==> config.mk <==
export PLATFORM = sky130hd
export DESIGN_NAME = piso_scan_serializer_flat
export DESIGN_NICKNAME = d
export VERILOG_FILES = /design/src/rtl/piso_scan_serializer_pkg.sv /design/src/rtl/piso_scan_serializer_if.sv /design/src/rtl/piso_scan_serializer_mux.sv /design/src/rtl/piso_scan_serializer.sv /design/src/flat_wrapper.sv
export SDC_FILE = /design/constraint.sdc
export NUM_CORES = 1
export LEC_CHECK = 0
export BUFFER_PORTS_ARGS = -buffer_cell sky130_fd_sc_hd__buf_2
export CAP_MARGIN = 10
export CORE_MARGIN = 2
export CORE_UTILIZATION = 43
export CTS_CLUSTER_SIZE = 24
export DETAILED_ROUTE_END_ITERATION = 6
export PLACE_DENSITY_LB_ADDON = 0.08
export SLEW_MARGIN = 30
export SYNTH_ARGS = -nofsm -noshare
export SYNTH_HDL_FRONTEND = slang
export SYNTH_SLANG_ARGS = --single-unit
==> constraint.sdc <==
create_clock -name clk -period 1.3 [get_ports clk]
set_input_delay 0.13 -clock clk [delete_from_list [all_inputs] [get_ports clk]]
set_output_delay 0.13 -clock clk [all_outputs]
set_load 0.1 [all_outputs]
==> src/rtl/piso_scan_serializer_pkg.sv <==
// Shared definitions for the PISO scan serializer.
//   DATA_W  : parallel word width
//   CNT_W   : beat counter width (log2 DATA_W)
//   state_e : frame state (PARITY is only reached when PISO_PARITY_EN is defined)
package piso_pkg;
    localparam int DATA_W = 8;
    localparam int CNT_W  = 3;

    typedef enum logic [1:0] {
        IDLE   = 2'd0,
        SHIFT  = 2'd1,
        PARITY = 2'd2
    } state_e;
endpackage

==> src/rtl/piso_scan_serializer_if.sv <==
// Load / serial handshake bundle for the PISO scan serializer.
//   load_valid, load_ready, load_data : parallel word in (valid/ready)
//   ser_ready, ser_valid, ser_out, ser_last : serial bit out (valid/ready)
//   busy : frame in progress
// slave  = serializer side, master = upstream/downstream side.
interface piso_scan_serializer_if;
    import piso_pkg::*;

    logic              load_valid;
    logic              load_ready;
    logic [DATA_W-1:0] load_data;
    logic              ser_ready;
    logic              ser_valid;
    logic              ser_out;
    logic              ser_last;
    logic              busy;

    modport slave (
        input  load_valid, load_data, ser_ready,
        output load_ready, ser_valid, ser_out, ser_last, busy
    );

    modport master (
        output load_valid, load_data, ser_ready,
        input  load_ready, ser_valid, ser_out, ser_last, busy
    );
endinterface

==> src/rtl/piso_scan_serializer_mux.sv <==
// MUX8x1_design: existing 8:1 bit mux.
//   i : 8 input bits
//   s : select, bit-reversed (s[0] is the MSB of the index)
//   y : i[{s[0], s[1], s[2]}]
module MUX8x1_design (
    input  logic [7:0] i,
    input  logic [2:0] s,
    output logic       y
);
    assign y = i[{s[0], s[1], s[2]}];
endmodule

==> src/rtl/piso_scan_serializer.sv <==
// piso_scan_serializer: accepts an 8-bit word in IDLE and shifts it out LSB
// first, one bit per ser_valid && ser_ready beat.
//   clk, rst_n : clock, asynchronous active-low reset
//   bus        : piso_scan_serializer_if.slave (load side, serial side, busy)
// Build option: define PISO_PARITY_EN to append an even-parity beat to each
// frame (ser_last then marks the parity beat instead of data bit 7).
module piso_scan_serializer
    import piso_pkg::*;
(
    input  logic                      clk,
    input  logic                      rst_n,
    piso_scan_serializer_if.slave     bus
);
    localparam logic [CNT_W-1:0] LAST_CNT = CNT_W'(DATA_W - 1);

    state_e            state_q, state_d;
    logic [DATA_W-1:0] data_q, data_d;
    logic [CNT_W-1:0]  bit_cnt, cnt_d;
    logic              mux_bit;
    logic              ser_out, ser_last;

    // The mux takes its select bit-reversed, so feed it a reversed count;
    // the two reversals cancel and it picks data_q[bit_cnt].
    MUX8x1_design u_mux (
        .i (data_q),
        .s ({bit_cnt[0], bit_cnt[1], bit_cnt[2]}),
        .y (mux_bit)
    );

    always_ff @(posedge clk or negedge rst_n) begin
        if (!rst_n) begin
            state_q <= IDLE;
            data_q  <= '0;
            bit_cnt <= '0;
        end else begin
            state_q <= state_d;
            data_q  <= data_d;
            bit_cnt <= cnt_d;
        end
    end

    always_comb begin
        state_d = state_q;
        data_d  = data_q;
        cnt_d   = bit_cnt;
        case (state_q)
            IDLE: begin
                // load_ready is 1 only here, so load_valid alone accepts
                if (bus.load_valid) begin
                    state_d = SHIFT;
                    data_d  = bus.load_data;
                    cnt_d   = '0;
                end
            end
            SHIFT: begin
                if (bus.ser_ready) begin
                    cnt_d = bit_cnt + 1'b1;
                    if (bit_cnt == LAST_CNT) begin
`ifdef PISO_PARITY_EN
                        state_d = PARITY;
`else
                        state_d = IDLE;
`endif
                    end
                end
            end
`ifdef PISO_PARITY_EN
            PARITY: begin
                if (bus.ser_ready) state_d = IDLE;
            end
`endif
            default: state_d = IDLE;
        endcase
    end

    // Outputs depend on registered state only.
    always_comb begin
        ser_out  = 1'b0;
        ser_last = 1'b0;
        case (state_q)
            SHIFT: begin
                ser_out = mux_bit;
`ifndef PISO_PARITY_EN
                ser_last = (bit_cnt == LAST_CNT);
`endif
            end
`ifdef PISO_PARITY_EN
            PARITY: begin
                ser_out  = ^data_q;
                ser_last = 1'b1;
            end
`endif
            default: ;
        endcase
    end

    assign bus.load_ready = (state_q == IDLE);
    assign bus.ser_valid  = (state_q != IDLE);
    assign bus.busy       = (state_q != IDLE);
    assign bus.ser_out    = ser_out;
    assign bus.ser_last   = ser_last;
endmodule

==> src/flat_wrapper.sv <==
// flat-port wrapper written by rule: the top's interface ports become plain ports
module piso_scan_serializer_flat import piso_pkg::*;
  (clk, rst_n, bus_load_valid, bus_load_data, bus_ser_ready, bus_load_ready, bus_ser_valid, bus_ser_out, bus_ser_last, bus_busy);
  piso_scan_serializer_if bus_i ();
  input  logic clk;
  input  logic rst_n;
  input wire logic [$bits(bus_i.load_valid)-1:0] bus_load_valid;
  input wire logic [$bits(bus_i.load_data)-1:0] bus_load_data;
  input wire logic [$bits(bus_i.ser_ready)-1:0] bus_ser_ready;
  output wire logic [$bits(bus_i.load_ready)-1:0] bus_load_ready;
  output wire logic [$bits(bus_i.ser_valid)-1:0] bus_ser_valid;
  output wire logic [$bits(bus_i.ser_out)-1:0] bus_ser_out;
  output wire logic [$bits(bus_i.ser_last)-1:0] bus_ser_last;
  output wire logic [$bits(bus_i.busy)-1:0] bus_busy;
  assign bus_i.load_valid = bus_load_valid;
  assign bus_i.load_data = bus_load_data;
  assign bus_i.ser_ready = bus_ser_ready;
  assign bus_load_ready = bus_i.load_ready;
  assign bus_ser_valid = bus_i.ser_valid;
  assign bus_ser_out = bus_i.ser_out;
  assign bus_ser_last = bus_i.ser_last;
  assign bus_busy = bus_i.busy;
  piso_scan_serializer u_core (.clk(clk), .rst_n(rst_n), .bus(bus_i));
endmodule
**Yosys cells after proc, flatten, opt, wreduce, memory -nomap -nowiden**

Cells that the tools add are included.

- Flip-flop bits (word level): 13
- Bits of input ports: 12
- Output and inout bits: 5

- $add $sub $neg: 1
- Order comparisons: 1
- Equality and inequality tests: 5
- Muxes and demuxes: 11
- Reductions and logical operators: 6

Operators by type and width:

| kind | number |
|---|---|
| 2-bit two-way mux | 3 |
| 3-bit two-way mux | 2 |
| 3-bit one-hot mux with 2 select lines | 1 |
| 3-bit AND reduction | 2 |
| 3-bit by 4-bit less-than comparator with 1-bit output (second input constant) | 1 |
| 2-bit inequality test (second input constant) | 2 |
| 2-bit one-hot mux with 2 select lines | 1 |
| 2-bit nonzero test | 2 |
| 3-bit by 1-bit adder with 3-bit output (second input constant) | 1 |
| 1-bit binary-select mux with 3-bit select | 1 |
| 3-bit == test (second input constant) | 1 |
| 1-bit two-way mux | 3 |
| 2-bit by 1-bit == test with 1-bit output (second input constant) | 1 |
| 2-bit zero test | 1 |
| 2-bit by 1-bit inequality test with 1-bit output (second input constant) | 1 |
| 2-bit AND reduction | 1 |

**Depth between registers and ports, before layout**

- Word-level depth: 4
- Mapped depth: 4
- Gate-level depth less buffers: 4

**Cells and area by module**

Synthesis repeated with hierarchy kept, for this count alone.

- Cell total of the unflattened synthesis: 40
- Area, all modules: 623.1 um^2

Modules (own cells, without submodules):

| module | times used | cells an instance | area an instance (um^2) | sequential area each (um^2) |
|---|---|---|---|---|
| piso_scan_serializer | 1 | 37 | 559.3 | 300.3 |
| MUX8x1_design | 1 | 3 | 63.8 | 0.0 |

**Least setup slack after synthesis**

OpenSTA, ideal clock, no wires.

- Path type: flip-flop to output port
- From: register u_core.state_q[0]
- To: output bus_ser_out
- Arrival: 3.555 ns
- Slack: -2.385 ns
- Cell stages (with the launch flop): 3
- Buffers on the path: 0
- Path through: dfrtp_1 -> o31ai_1 -> a311oi_1

- Cells in the longest elaborated chain, start to end: 2

Ends and longest elaborated chain:

| element | line | text |
|---|---|---|
| start, declared | piso_scan_serializer.sv:16 | `state_e state_q, state_d;` |
| start signal, assigned | piso_scan_serializer.sv:36 | `state_q <= state_d;` |
| 2-bit by 1-bit == test with 1-bit output | piso_scan_serializer.sv:80 | `case (state_q)` |
| 1-bit two-way mux | piso_scan_serializer.sv:80 |  |
| end, declared | flat_wrapper.sv:12 | `output wire logic [$bits(bus_i.ser_out)-1:0] bus_ser_out;` |

No other way between the ends.

**Worst setup path in the final report**

- From: register u_core.bit_cnt[2]
- To: output bus_ser_out

- Cells in the longest elaborated chain, start to end: 3

Ends and longest elaborated chain:

| element | line | text |
|---|---|---|
| start, declared | piso_scan_serializer.sv:18 | `logic [CNT_W-1:0] bit_cnt, cnt_d;` |
| start signal, assigned | piso_scan_serializer.sv:38 | `bit_cnt <= cnt_d;` |
| 1-bit binary-select mux with 3-bit select | piso_scan_serializer_mux.sv:10 | `assign y = i[{s[0], s[1], s[2]}];` |
| 1-bit two-way mux (not written as such) | piso_scan_serializer_mux.sv:10 |  |
| 1-bit two-way mux | piso_scan_serializer.sv:80 |  |

No other way between the ends. The select of a mux whose other input is x is not followed.

==> flow_summary_export.csv <==
group,metric,value,unit
timing,post-route-period-util,1.302,
critical_path,cp-end-kind,"primary output",
clock_tree,cts_buffers,3,
status,violations,"negative setup slack",
drt,wire_per_inst,14.37,um
synth,synth_edf_count,0,
clock_tree,cts.sinks,12,
placement,io_buffers,16,
finish,layout-drive-gt1-share,0.6795,
timing,slew_violations,0,
clock_tree,root_buffer,"clkbuf_4",
clock_tree,cts_tree,"yes",
synth,syn_area,581.8,um2
clock_tree,clock_latency,0.27,ns
drt,via_count,467,
timing,maxSlewHeadroom,0.8105,
global_route,overflow,0,
drt,wirelength,1.336,mm
synth,syn_nets,59,
drt,vias_per_cell,5.022,
timing,final-hold-violation-count,0,
floorplan,die_area,0.001663,mm2
critical_path,crit_type,"reg2out",
critical_path,cpMaxStageDelayCell,"dfrtp_1",
synth,synth_top_area_frac,0.5161,
global_route,grt_max_degree,13,
floorplan,num_rows,13,
placement,dp_hpwl,951.1,um
synth,yosysTopAreaCell,"dfrtp_1",
run,cap_violations,0,
drt,drtAntennaViolNets,0,
synth,synth_top_family_by_area,"multiplexers",
synth,synth_compound_area_frac,0.06667,
hold_path,hold_class,"in2reg",
floorplan,initial_core_util,0.4528,
status,status,"finished, violations left",
critical_path,critPathTopFamily,"flip-flops",
critical_path,arrival,1.56,ns
synth,avgSynthCellArea,12.93,um2
synth,synth-xor-area-share,0.01505,
timing,setup_ws,-0.3928,ns
synth,ys_seq_elements,12,
synth,synth.area.top_cells,"dfrtp_1 (52%), mux2_2 (17%), mux2i_1 (5.2%)",
timing,rsz0062_at_grt,"yes",
floorplan,core_area,0.001285,mm2
timing,finalSetupViolations,7,
finish,areaGrowthSynthToFinish,71.83,%
placement,dp_slack,-0.1693,ns
placement,gp_congestion,0.6879,
drt,drc,0,
timing,period_needed,1.693,ns
critical_path,critPathRequiredTime,1.17,ns
critical_path,crit_chain,"buf_4 > mux2i_2 > a311oi_4 > buf_12",
global_route,grt_pass1_vias,446,
finish,fill_cells,83,
global_route,grt_first_pass_wirelength,2.021,mm
finish,diodes,0,
synth,synth_cell_type_count,17,
synth,synth_adder_area_share,0.04301,
timing,tightest_slew,0.2843,ns
drt,first_pass_iters,4,
clock_tree,htree_levels,1,
timing,skew,0.002757,ns
global_route,track_usage,0.2057,
finish,regArea,305.3,um2
finish,multi_input_area,334.1,um2
critical_path,path_buf_inv,2,
timing,clock.fmax,590.7,MHz
synth,synth_ff_type,"dfrtp_1",
drt,drt_iter0_markers,9,
critical_path,cpPeakStageDelay,0.42,ns
floorplan,die_x,40.79,um
synth,yosys.area_share.simple,0.05376,
floorplan,die_h,40.79,um
global_route,antenna_found_initial,0,
clock_tree,clkTransAtPathRegs,0.07,ns
synth,syn_inst,45,
clock_tree,clock_path_buffers,2,
floorplan,io_pins,17,
synth,ys_warn_count,0,
finish,nets,93,
critical_path,worstPathMaxFanout,3,
synth,async_flop_share,1.000,
synth,yosysSeqAreaShare,0.5161,
synth,synth_mux_area_frac,0.2710,
critical_path,cp-start-kind,"flop",
[cells in the final DEF (no fill, tap or decap)]
cell	synthesis	layout
mux2i_2	0	1
nor2_1	2	1
dfrtp_4	0	1
nor2_2	0	1
buf_12	0	6
inv_1	2	1
clkinvlp_4	0	1
xor2_1	1	1
dfrtp_1	12	10
nand2_1	3	3
buf_6	0	1
o21ai_1	0	2
nor2b_2	0	1
a21oi_1	1	1
o31ai_4	0	1
buf_8	0	1
clkbuf_4	0	3
clkbuf_8	0	1
dlygate4sd3_1	0	1
ha_1	2	2
and2_4	0	1
mux2_4	0	9
mux2i_1	3	2
buf_2	1	11
buf_4	1	11
mux4_2	0	1
o31ai_1	2	1
a311oi_4	0	1
dfrtp_2	0	1
[Yosys cell counts, types with 2 or more instances]
library cell / instances
nor2_1: 2
mux2i_1: 3
o21ai_0: 2
nand2_1: 3
mux2_2: 9
ha_1: 2
o31ai_1: 2
inv_1: 2
dfrtp_1: 12
[what timing repair did]
item                                    CTS  global route
hold buffers                              1             0
pin swaps                                 3             0
gates resized for setup                   8             2
cloned                                    0             0
endpoints found under the setup margin    5            15
setup buffers                             4             0
endpoints found under the hold margin    12             0
[worst paths after layout]
kind                              startpoint           endpoint  slack [ns]  cells past startpoint
max                        u_core.bit_cnt[2]        bus_ser_out       -0.39                      4
min                           bus_load_valid  u_core.bit_cnt[0]        0.06                      2
max reg2reg                u_core.bit_cnt[1]  u_core.bit_cnt[2]       -0.07                      5
min reg2reg                 u_core.data_q[0]   u_core.data_q[0]        0.52                      1
max in group asynchronous              rst_n  u_core.state_q[0]        0.79                      2
min in group asynchronous              rst_n   u_core.data_q[1]        0.26                      2
[per-layer routing]
| layer | up-vias | GRT usage | wire length (um) |
|---|---|---|---|
| met4 | 0 | 0.1000 | 15 |
| li1 | 225 | - | - |
| met5 | - | 0 | 0 |
| met1 | 224 | 0.2448 | 576 |
| met3 | 2 | 0.06522 | 62 |
| met2 | 16 | 0.3320 | 681 |
[stage by stage]
stage / instances / hold slack, ns / instance area (um2) / TNS (ns) / util
6_report: 93 / 0.06255 / 999.7 / -0.9634 / 0.7780
2_1_floorplan: 45 / -0.1656 / 643.1 / -1.769 / -
5_1_grt: 93 / 0.04428 / 999.7 / -1.338 / 0.7780
3_3_place_gp: 85 / 0.02200 / 884.6 / -0.2065 / 0.6884
4_1_cts: 93 / 0.05088 / 993.5 / -1.006 / 0.7731
3_5_place_dp: 85 / 0.02416 / 884.6 / -0.2662 / 0.6884
[kinds of logic after synthesis]
family	Yosys count
xor+xnor	1
fa+ha+maj	2
simple gates	7
flops	12
mux	13
buf+inv	4
compound gates	6
[sequential cells by signal, indices dropped and copies added (netlist names)]
name	count
u_core.data_q	8
u_core.bit_cnt	3
u_core.state_q	1
[area by class of cell]
type	instances	share of cell area
tap	15	0.01877
inverter	2	0.01126
clock buffer	4	0.03630
timing repair buffer	31	0.2941
multi-input combinational	29	0.3342
sequential	12	0.3054
[worst reg2reg max path, cell delays in order, from the launching register on]
cell,delay [ns]
dfrtp_2,0.41
buf_4,0.17
ha_1,0.18
ha_1,0.28
mux2i_1,0.14
o21ai_1,0.08
Power is not shown: default switching activity piles up to over one toggle a cycle in this logic, so the estimate is an artifact.
